## config.mk

```make
export PLATFORM = sky130hd
export DESIGN_NAME = irq_controller
export DESIGN_NICKNAME = d
export VERILOG_FILES = /design/src/rtl/irq_controller.sv
export SDC_FILE = /design/constraint.sdc
export NUM_CORES = 1
export LEC_CHECK = 0
export ABC_AREA = 1
export BUFFER_PORTS_ARGS = -buffer_cell sky130_fd_sc_hd__buf_2
export CORE_ASPECT_RATIO = 1.2
export CORE_MARGIN = 4
export CORE_UTILIZATION = 45
export DETAILED_ROUTE_END_ITERATION = 6
export GPL_TIMING_DRIVEN = 0
export PLACE_DENSITY = 0.85
export RECOVER_POWER = 50
export SYNTH_ARGS = -nofsm -noshare
export SYNTH_HDL_FRONTEND = slang
export SYNTH_SLANG_ARGS = --single-unit
```

## constraint.sdc

```tcl
create_clock -name clk -period 1.3 [get_ports clk]
set_input_delay 0.13 -clock clk [delete_from_list [all_inputs] [get_ports clk]]
set_output_delay 0.13 -clock clk [all_outputs]
set_load 0.01 [all_outputs]
```

## src/rtl/irq_controller.sv

```systemverilog
// Memory-mapped interrupt controller between the bridge HWInt lines and CP0.
// Offers per-line level/edge sensing, masking, global enable, pending/overflow status and a priority ID.
module irq_controller #(
  parameter int NIRQ = 6
) (
  input  logic            clk,
  input  logic            reset,
  input  logic [NIRQ-1:0] IrqIn,
  input  logic [31:0]     Addr,
  input  logic            WE,
  input  logic [31:0]     WD,
  output logic [31:0]     RD,
  output logic [NIRQ-1:0] HWIntOut,
  output logic            IntReq
);

  logic            gie;
  logic [NIRQ-1:0] mask, mode, pending, ovf, prev;
  logic [NIRQ-1:0] mode_n, rise, clr_p, clr_o, to_edge, pend_n, ovf_n;
  logic [2:0]      sel, id;

  assign sel     = Addr[4:2];
  assign mode_n  = (WE && sel == 3'd2) ? WD[NIRQ-1:0] : mode;
  assign clr_p   = (WE && sel == 3'd3) ? WD[NIRQ-1:0] : '0;
  assign clr_o   = (WE && sel == 3'd4) ? WD[NIRQ-1:0] : '0;
  assign rise    = IrqIn & ~prev;
  assign to_edge = mode_n & ~mode;

  // Lines are judged against the mode they hold after this edge, so a rise
  // coinciding with a level-to-edge switch still latches.
  assign pend_n = (mode_n & ~to_edge & (rise | (pending & ~clr_p)))
                | (to_edge & rise)
                | (~mode_n & IrqIn);
  assign ovf_n  = (mode_n & ~to_edge & rise & pending)
                | (~to_edge & ovf & ~clr_o);

  always_ff @(posedge clk) begin
    if (reset) begin
      gie     <= 1'b1;
      mask    <= '1;
      mode    <= '0;
      pending <= '0;
      ovf     <= '0;
      prev    <= '0;
    end else begin
      if (WE && sel == 3'd0) gie  <= WD[0];
      if (WE && sel == 3'd1) mask <= WD[NIRQ-1:0];
      mode    <= mode_n;
      pending <= pend_n;
      ovf     <= ovf_n;
      prev    <= IrqIn;
    end
  end

  assign HWIntOut = pending & mask & {NIRQ{gie}};
  assign IntReq   = |HWIntOut;

  // Later iterations overwrite earlier ones, leaving the highest active index.
  always_comb begin
    id = '0;
    for (int i = 0; i < NIRQ; i++)
      if (HWIntOut[i]) id = 3'(i);
  end

  always_comb begin
    RD = '0;
    case (sel)
      3'd0: RD = {31'b0, gie};
      3'd1: RD = {{(32-NIRQ){1'b0}}, mask};
      3'd2: RD = {{(32-NIRQ){1'b0}}, mode};
      3'd3: RD = {{(32-NIRQ){1'b0}}, pending};
      3'd4: RD = {{(32-NIRQ){1'b0}}, ovf};
      3'd5: RD = {IntReq, 28'b0, id};
      default: RD = '0;
    endcase
  end

endmodule

```

* Yosys cells after proc, flatten, opt, wreduce, memory -nomap -nowiden
Cells that the tools add are included.
W data, S select, Z words.
** Cells by class
- Equal/unequal tests :: 5
- Muxes and demuxes :: 9
- Bitwise gates (word level) :: 23
- Reductions and logical operators :: 7
** Operator list (number)
- $pmux W32 S6 :: 1
- $and A6 B6 Y6 :: 13
- $not A6 Y6 :: 6
- $or A6 B6 Y6 :: 4
- $mux W6 :: 3
- $mux W3 :: 4
- $eq A3 B2 Y1 const B :: 2
- $eq A3 B3 Y1 const B :: 2
- $reduce_or A6 Y1 :: 1
- $logic_and A1 B1 Y1 :: 5
- $eq A3 B1 Y1 const B :: 1
- $logic_not A3 Y1 :: 1
- $mux W1 :: 1
** Word-level totals
- Register bits after elaboration :: 31
- Output and inout port bits :: 39
- Logic and storage cells :: 50

* Logic depth before layout (Yosys ltp)
Gate-level depths: netlist of the first run.
- Depth after elaboration :: 9
- Gate-level depth with buffers :: 9
- Depth with buffers taken out :: 8

* Worst setup path before layout of the first run
Ideal clock, no wire load.
- Path type :: register -> output
- From :: register gie
- To :: output RD[0]
- Arrival :: 1.140 ns
- Data required time :: 1.170 ns
- Path slack :: 0.030 ns
- Stages on the path, launching flop included :: 10
- Buffers on the path :: 1
- Path through :: dfxtp_1 clkbuf_1 nand2_1 nor2_1 nand2_1 nand2_1 nand2_1 nand2_1 nand2_1 nand2_1
** Between the ends
- Longest elaborated chain between the ends :: 7
** RTL lines
- start, declared :: RTL line 17 : logic gie;
- start signal, assigned :: RTL line 46 : if (WE && sel == 3'd0) gie <= WD[0];
- $and A6 B6 Y6 :: RTL line 55 : assign HWIntOut = pending & mask & {NIRQ{gie}};
- named net HWIntOut[1] :: RTL line 13 : output logic [NIRQ-1:0] HWIntOut,
- $mux W1 :: RTL line 62 : if (HWIntOut[i]) id = 3'(i);
- $mux W3 (4 in series) :: RTL line 62
- $pmux W32 S6 :: RTL line 67 : case (sel)
- end, declared :: RTL line 12 : output logic [31:0] RD,
The timed path passes the listed nets, and every way through them passes these cells.

* Worst setup path after layout of the first run
- From :: register gie
- To :: output RD[31]
** Between the ends
- Longest elaborated chain between the ends :: 3
** RTL lines
- $and A6 B6 Y6 :: RTL line 55
- $reduce_or A6 Y1 :: RTL line 56 : assign IntReq = |HWIntOut;
- $pmux W32 S6 :: RTL line 67
Every way passes these cells.

==> results of run 1 <==
## where the power goes
group          internal, mW  switching (mW)  leakage [nW]  total [mW]
Clock                 0.356           0.344        0.0371       0.700
Combinational         0.226           0.318          1.21       0.544
Sequential            0.994          0.0477         0.255        1.04
Total                  1.58           0.709          1.51        2.29
## timing repair
item,4_1_cts,5_1_grt
setup endpoints to repair,11,9
pin swaps,1,1
buffers inserted,3,6
resized for setup,7,16
hold endpoints to repair,0,0
## cells by family after synthesis
| kind of cell | Yosys count | synth area share |
|---|---|---|
| flip-flops | 31 | 0.305 |
| buffers and inverters | 99 | 0.235 |
| AO/OA/AOI/OAI | 28 | 0.0978 |
| AND/OR/NAND/NOR | 165 | 0.360 |
| other | 1 | 0.00184 |
## flip-flops by register name, summed over array words and instances (netlist names)
name,count
mask,6
mode,6
ovf,6
pending,6
gie,1
prev,6
## critical path, cell delays in order (launching register included)
cell	delay (ns)
dfxtp_4	0.42
buf_12	0.13
nand3_4	0.08
nand2_2	0.09
inv_1	0.06
a31oi_1	0.19
buf_2	0.17
## layer usage
metal	vias to the layer above	GRT usage	share of wire
met3	20	0.0526	0.094
met2	139	0.320	0.47
met5	-	0	0
met1	961	0.217	0.39
li1	1098	-	-
met4	0	0.123	0.037
## cell usage in the layout, fill, tap and decap left out, types with 3 or more instances in the layout
cell | netlist | routed
inv_1 | 61 | 61
clkbuf_1 | 3 | 8
clkbuf_8 | 0 | 5
a22oi_1 | 5 | 5
buf_4 | 28 | 34
inv_2 | 3 | 3
nand4_1 | 15 | 15
conb_1 | 1 | 25
o211ai_2 | 6 | 6
nand2_1 | 93 | 92
nand3_4 | 0 | 4
buf_2 | 1 | 27
dfxtp_1 | 31 | 28
nor2_1 | 13 | 12
nand3_1 | 38 | 33
o21ai_0 | 9 | 8
a21oi_1 | 7 | 7
## area by class of cell
class / count / share of cell area
multi-input cells: 218 / 0.426
flip-flops and latches: 31 / 0.243
inverters: 64 / 0.0932
repair buffers: 39 / 0.0912
plain buffers: 34 / 0.0907
clock buffers: 6 / 0.0281
well taps: 56 / 0.0272
## per-stage QoR
stage	TNS (ns)	std cells	total power, mW
after CTS	-0.731	442	2.24
after detailed placement	-1.82	435	1.52
final	-1.13	448	2.29
after global placement	-1.16	435	1.51
after floorplan	0	348	1.37
after global routing	-2.07	448	2.41
## final timing paths
path | from | end | cells after the start | slack (ns)
setup / recovery | gie$_SDFFE_PP1P_ | RD[31] | 6 | -0.27
hold reg to reg | ovf[4]$_SDFF_PP0_ | ovf[4]$_SDFF_PP0_ | 2 | 0.46
hold / removal | IrqIn[4] | prev[4]$_SDFF_PP0_ | 3 | 0.06
setup reg to reg | prev[1]$_SDFF_PP0_ | ovf[1]$_SDFF_PP0_ | 4 | 0.30
## synth_stat cells (5+ instances only)
library cell  number
nand2_1           93
inv_1             61
nand3_1           38
dfxtp_1           31
buf_4             28
nand4_1           15
nor2_1            13
o21ai_0            9
a21oi_1            7
o211ai_2           6
a22oi_1            5
==> metrics.txt, run 1 <==
fraction of final layout cells sized beyond drive strength 1 0.247; Unique masters post-synth 22; DIE HEIGHT 81.7 um; starting utilization of the core area 0.470; Hold-fix buffers, CTS 0; fraction of synthesis flops using an asynchronous set or reset pin 0; final worst path period need 1.57 ns; data required time at the worst endpoint 1.17 ns; H-Tree Level Count 2; worst-case setup slack after placement -0.219 ns; area of combinational cells with multiple inputs 1100 um2; RSZ-0062 raised after global routing true; leading area contributor after synthesis dfxtp_1; post-DP HPWL 3810 um; remaining global-route overflow 0; Port Buffer Count 31; GRT Overall Usage 0.191; average detailed-routed wire length per instance 12.3 um; area growth from synthesis to layout 26.8%; maximum number of buffers from clock root to sink 2; crit path setup slack, layout -0.267 ns; DRC violation count after routing 0; maximum fanout encountered on the critical timing path 7; number of buffers created by CTS 5; worst-case headroom to the max-slew limit 0.569; number of clock sinks seen by CTS 31; Hold Violations, Final 0; largest net degree at the start of global routing 11; vias in the first global route 1964; Iter 0 DRT Violations 246; number of setup violations in the final report 9; synthesized flop and latch total 31; slew of the pin with the lowest slew margin 0.644 ns; largest cells by area after synthesis dfxtp_1 31%, nand2_1 17%, inv_1 11%, buf_4 10%, nand3_1 9.3%; source-to-sink clock delay at the later pin of the worst-skew pair 0.29 ns; Lkg Pwr 1.51 nW; startpoint type of the worst setup path register; vias per std cell 4.95; Core Util, Final 0.596; number of filler cells placed in the layout 420; Synth Area per Inst 6.28 um2; core box area 4330 um2; number of maximum-capacitance violations 0; first-pass GRT wire length 8540 um; Die Outline Area 5670 um2; netlist area before placement 2030 um2; TritonCTS clock tree done; critical path arrival 1.44 ns; instance area after placement 2350 um2; nature of the critical path endpoint output port; number of antenna violations at the first check in global routing 0; final design instance area without fill 2580 um2; WS Path Type register to output port; synthesized netlist cell count 324; via count 2218; width of the die 69.4 um; buffer type at the clock tree root clkbuf_8; violations in the final reports negative setup slack; number of ports placed on the die boundary 112; top-area cell type share of the netlist area 0.305; net count of the finished layout 466; most common flop cell mapped by yosys dfxtp_1; status complete, but fails checks; standard-cell rows 26; number of antenna repair diodes 0; power density over cell area 886 nW/um2; Max Fclk 638 MHz; drt pass-1 iters 6; GP Congestion 0.889; number of max-slew violations in the final report 0; share of the clock period used by the worst path 1.21; clock-pin slew of the registers on the worst-case setup and hold paths 0.06 ns; count of yosys warnings during synthesis 0; register cell area after layout 627 um2; antenna violation net count after detailed routing 0; worst hold slack 0.0633 ns; worst min-delay path class input pin to register; maximum VDD drop 0.543 mV; number of enable-type register cells in the synthesized netlist 0; total wire length 5510 um; Final Skew 0.00288 ns; sequential element share of the synthesized area 0.305
Power figures use the tool's default switching activity.
==> run 2, diff against run 1 <==
- RECOVER_POWER: 50 -> not set
==> metrics.txt, run 2 (synthesis results as in run 1) <==
slew of the pin with the lowest slew margin 0.636 ns (-0.00765 ns); number of clock sinks seen by CTS 31 (unchanged); standard-cell rows 26 (unchanged); antenna violation net count after detailed routing 0 (unchanged); RSZ-0062 raised after global routing true; Non-Filler Instances 448 (unchanged); commonest cells after routing, fill and taps aside 91 x nand2_1, 60 x inv_1, 34 x buf_4; H-Tree Level Count 2 (unchanged); final design instance area without fill 2580 um2 (+0.19%); data required time at the worst endpoint 1.17 ns (about the same); Hold Violations, Final 0 (unchanged); number of antenna repair diodes 0 (unchanged); maximum VDD drop 0.544 mV (about the same); net count of the finished layout 466 (unchanged); number of maximum-capacitance violations 0 (unchanged); Iter 0 DRT Violations 176 (-28%); DIE HEIGHT 81.7 um (unchanged); worst min-delay path class input pin to register; post-DP HPWL 3810 um (unchanged); vias per std cell 5.01 (+1.1%); crit path setup slack, layout -0.259 ns (+0.00791 ns); Port Buffer Count 31 (unchanged); critical path arrival 1.43 ns (about the same); Routed met1 length 2150 um (-1.2%); Die Outline Area 5670 um2 (unchanged); Met2 Routed Length 2580 um (-1.1%); worst hold slack 0.0602 ns (-0.00310 ns); first-pass GRT wire length 8540 um (unchanged); number of filler cells placed in the layout 420 (unchanged); maximum fanout encountered on the critical timing path 7 (unchanged); worst-case headroom to the max-slew limit 0.574 (+0.00512); total wire length 5540 um (+0.51%); area growth from synthesis to layout 27.0%; Max Fclk 641 MHz (+0.51%); GRT Overall Usage 0.191 (unchanged); nature of the critical path endpoint output port; fraction of final layout cells sized beyond drive strength 1 0.258 (+0.0102); status complete, but fails checks; core box area 4330 um2 (unchanged); buffer type at the clock tree root clkbuf_8; placed cell count 435 (unchanged); GP Congestion 0.889 (unchanged); number of max-slew violations in the final report 0 (unchanged); instance area after placement 2350 um2 (unchanged); via count 2243 (+1.1%); violations in the final reports negative setup slack; number of antenna violations at the first check in global routing 0 (unchanged); vias in the first global route 1964 (unchanged); number of setup violations in the final report 9 (unchanged); starting utilization of the core area 0.470 (unchanged); remaining global-route overflow 0 (unchanged); DRC violation count after routing 0 (unchanged); average detailed-routed wire length per instance 12.4 um (+0.51%); drt pass-1 iters 5 (-1); source-to-sink clock delay at the later pin of the worst-skew pair 0.29 ns (about the same); startpoint type of the worst setup path register; share of the clock period used by the worst path 1.20 (-0.00609); width of the die 69.4 um (unchanged); maximum number of buffers from clock root to sink 2 (unchanged); number of ports placed on the die boundary 112 (unchanged); final worst path period need 1.56 ns (-0.00791 ns); Lkg Pwr 1.51 nW (+0.24%); TritonCTS clock tree done; power density over cell area 888 nW/um2 (+0.19%); most common library cell in the layout ignoring fill and taps nand2_1; number of buffers created by CTS 5 (unchanged); highest signal layer in the routed design met4; largest net degree at the start of global routing 11 (unchanged); clock-pin slew of the registers on the worst-case setup and hold paths 0.06 ns (about the same); metal3 WL 552 um (+6.2%); Final Skew 0.00431 ns (+0.00142 ns); WS Path Type register to output port; Post-Route Setup TNS -1.12 ns (+0.0132 ns)
[run 2: metal layers]
metal / global-route usage / up-vias
met2: 0.320 / 144
li1: - / 1101
met1: 0.217 / 969
met4: 0.123 / 0
met3: 0.0526 / 29
met5: 0 / -
[run 2: worst paths after layout]
kind / end / slack (ns) / startpoint / cells past startpoint
worst min-delay path: prev[4]$_SDFF_PP0_ / 0.06 / IrqIn[4] / 3
worst max-delay path: RD[31] / -0.26 / gie$_SDFFE_PP1P_ / 6
worst min register to register: ovf[4]$_SDFF_PP0_ / 0.46 / ovf[4]$_SDFF_PP0_ / 2
worst max register to register: ovf[1]$_SDFF_PP0_ / 0.29 / prev[1]$_SDFF_PP0_ / 4
[run 2: final cells by class]
type | count | area, um2 | area share
clock buffer | 6 | 72.6 | 0.0281
buffer | 34 | 234 | 0.0906
sequential | 31 | 627 | 0.243
tap | 56 | 70.1 | 0.0271
multi-input combinational | 218 | 1100 | 0.427
inverter | 64 | 240 | 0.0930
timing repair buffer | 39 | 238 | 0.0920
[run 2: where the power goes]
| group | internal (mW) | switching, mW | total [mW] |
|---|---|---|---|
| Sequential | 0.994 | 0.0477 | 1.04 |
| Clock | 0.356 | 0.351 | 0.707 |
| Combinational | 0.228 | 0.318 | 0.546 |
[run 2: metrics by stage]
stage | utilization | power [mW] | worst slack, ns
after floorplan | - | 1.37 | 0.0298
after global placement | 0.543 | 1.51 | -0.205
after detailed placement | 0.543 | 1.52 | -0.219
after CTS | 0.567 | 2.24 | -0.191
after global routing | 0.597 | 2.41 | -0.348
final | 0.597 | 2.29 | -0.259
[run 2: worst max-delay path, cell delays in order, from the launching register on]
cell and delay (ns):
dfxtp_4 0.42, buf_12 0.13, nand3_4 0.08, nand2_2 0.09, inv_1 0.06, a31oi_1 0.19
buf_2 0.17
[run 2: timing repair]
item                       4_1_cts  5_1_grt
resized for setup                7       16
pin swaps                        1        1
setup endpoints to repair       11        9
buffers inserted                 3        6
hold buffers                     0        0
==> run 3, diff against run 2 <==
- CORE_ASPECT_RATIO: 1.2 -> 1.75
==> metrics.txt, run 3 (synthesis results as in run 1) <==
number of max-slew violations in the final report 0 (unchanged); standard-cell rows 32 (+23%); vias in the first global route 1989 (+1.3%); WS Path Type register to output port; clock-pin slew of the registers on the worst-case setup and hold paths 0.07 ns (about the same); Final Skew 0.00285 ns (-0.00146 ns); Die Outline Area 5700 um2 (+0.66%); crit path setup slack, layout -0.232 ns (+0.0269 ns); critical path arrival 1.40 ns (-0.03 ns); DRC violation count after routing 0 (unchanged); RSZ-0062 raised after global routing true; worst min-delay path class input pin to register; starting utilization of the core area 0.462 (-0.00828); antenna violation net count after detailed routing 0 (unchanged); number of antenna repair diodes 0 (unchanged); commonest cells after routing, fill and taps aside 92 x nand2_1, 61 x inv_1, 33 x nand3_1; Port Buffer Count 31 (unchanged); number of clock sinks seen by CTS 31 (unchanged); Iter 0 DRT Violations 120 (-32%); drt pass-1 iters 5 (unchanged); post-layout power 2.38 mW (+3.9%); worst-case register-to-register setup slack 0.29 ns (about the same); Lkg Pwr 1.48 nW (-2.2%); post-DP HPWL 4110 um (+7.8%); RR Endpoint ovf[0]$_SDFF_PP0_; GP Congestion 0.958 (+7.8%); Critical-path top delay cell dfxtp_4; vias per std cell 4.96 (-0.87%); nature of the critical path endpoint output port; worst-case headroom to the max-slew limit 0.565 (-0.00947); post-CTS setup-driven buffer insertion count 0 (-3); Hold Violations, Final 0 (unchanged); share of the clock period used by the worst path 1.18 (-0.0207); Post-Route Setup TNS -0.767 ns (+0.354 ns); startpoint type of the worst setup path register; slew of the pin with the lowest slew margin 0.653 ns (+0.0166 ns); GRT Overall Usage 0.190 (-0.00166); largest incremental delay on the critical path 0.44 ns (+0.02 ns); DIE HEIGHT 96.9 um (+19%); cells on worst reg2reg path 4 (unchanged); H-Tree Level Count 2 (unchanged); core box area 4400 um2 (+1.8%); number of antenna violations at the first check in global routing 0 (unchanged); remaining global-route overflow 0 (unchanged); final worst path period need 1.53 ns (-0.0269 ns); worst hold endpoint prev[3]$_SDFF_PP0_; TritonCTS clock tree done; number of setup violations in the final report 5 (-4); instance count along the most critical hold path 3 (unchanged); source-to-sink clock delay at the later pin of the worst-skew pair 0.29 ns (about the same); data required time at the worst endpoint 1.17 ns (about the same); average detailed-routed wire length per instance 12.2 um (-1.5%); Worst Min Path Start IrqIn[3]; via count 2169 (-3.3%); violations in the final reports negative setup slack; Critical Path, Cell by Cell nand3_2, nand2_1, inv_1, a31oi_1, buf_2; net count of the finished layout 458 (-1.7%); first-pass GRT wire length 8400 um (-1.7%); maximum fanout encountered on the critical timing path 8 (+1); Core Util, Final 0.568 (-0.0293); fraction of final layout cells sized beyond drive strength 1 0.238 (-0.0193); power density over cell area 953 nW/um2 (+7.4%); launching point of the worst reg2reg path prev[0]$_SDFF_PP0_; maximum number of buffers from clock root to sink 2 (unchanged); buffer type at the clock tree root clkbuf_8; largest net degree at the start of global routing 11 (unchanged); Hold-fix buffers, CTS 0 (unchanged); source of the critical timing path gie$_SDFFE_PP1P_; most common library cell in the layout ignoring fill and taps nand2_1; Max Fclk 653 MHz (+1.8%); width of the die 58.8 um (-15%); maximum VDD drop 0.711 mV (+31%); status complete, but fails checks; number of ports placed on the die boundary 112 (unchanged); number of maximum-capacitance violations 0 (unchanged); area growth from synthesis to layout 22.9%; total wire length 5320 um (-3.9%); number of buffers created by CTS 5 (unchanged)
-- run 3: routing by layer --
metal | vias up | track usage | share of wire
li1 | 1089 | - | -
met1 | 936 | 0.197 | 0.34
met2 | 114 | 0.308 | 0.51
met3 | 30 | 0.0574 | 0.094
met4 | 0 | 0.136 | 0.056
met5 | - | 0 | 0
-- run 3: final cells by class --
| class | count | area, um2 |
|---|---|---|
| well taps | 51 | 63.8 |
| flip-flops and latches | 31 | 627 |
| fillers | 427 | 1900 |
| clock buffers | 8 | 100 |
| multi-input cells | 218 | 1080 |
| repair buffers | 31 | 155 |
| inverters | 64 | 240 |
| plain buffers | 34 | 234 |
-- run 3: worst max path at each step --
stage	end	slack (ns)	depth (start not counted)
after floorplan	RD[0]	0.03	9
after global placement	RD[31]	-0.22	6
after detailed placement	RD[31]	-0.18	6
after CTS	RD[1]	-0.17	6
after global routing	RD[31]	-0.28	5
final	RD[31]	-0.23	5
-- run 3: through the flow --
step           setup slack (ns)  hold slack, ns  cells  area [um2]
2_1_floorplan            0.0298           0.213    348        2120
3_3_place_gp             -0.221           0.349    430        2340
3_5_place_dp             -0.184           0.353    430        2340
4_1_cts                  -0.172          0.0568    437        2480
5_1_grt                  -0.282          0.0703    437        2500
6_report                 -0.232          0.0579    437        2500
-- run 3: critical path, delay by kind of cell (launching register included) --
family	cells	cell delay (ns)
flops	1	0.44
buf+inv	2	0.23
simple gates	2	0.23
compound gates	1	0.21
-- run 3: power by group --
group          internal, mW  total, mW  switching [mW]
combinational         0.194      0.498           0.304
clock                 0.483      0.848           0.365
sequential            0.993       1.04          0.0443
total                  1.67       2.38           0.714
-- run 3: what timing repair did --
item,in CTS,in global routing
setup endpoints to repair,11,8
pin swaps,1,0
gates resized for setup,12,4
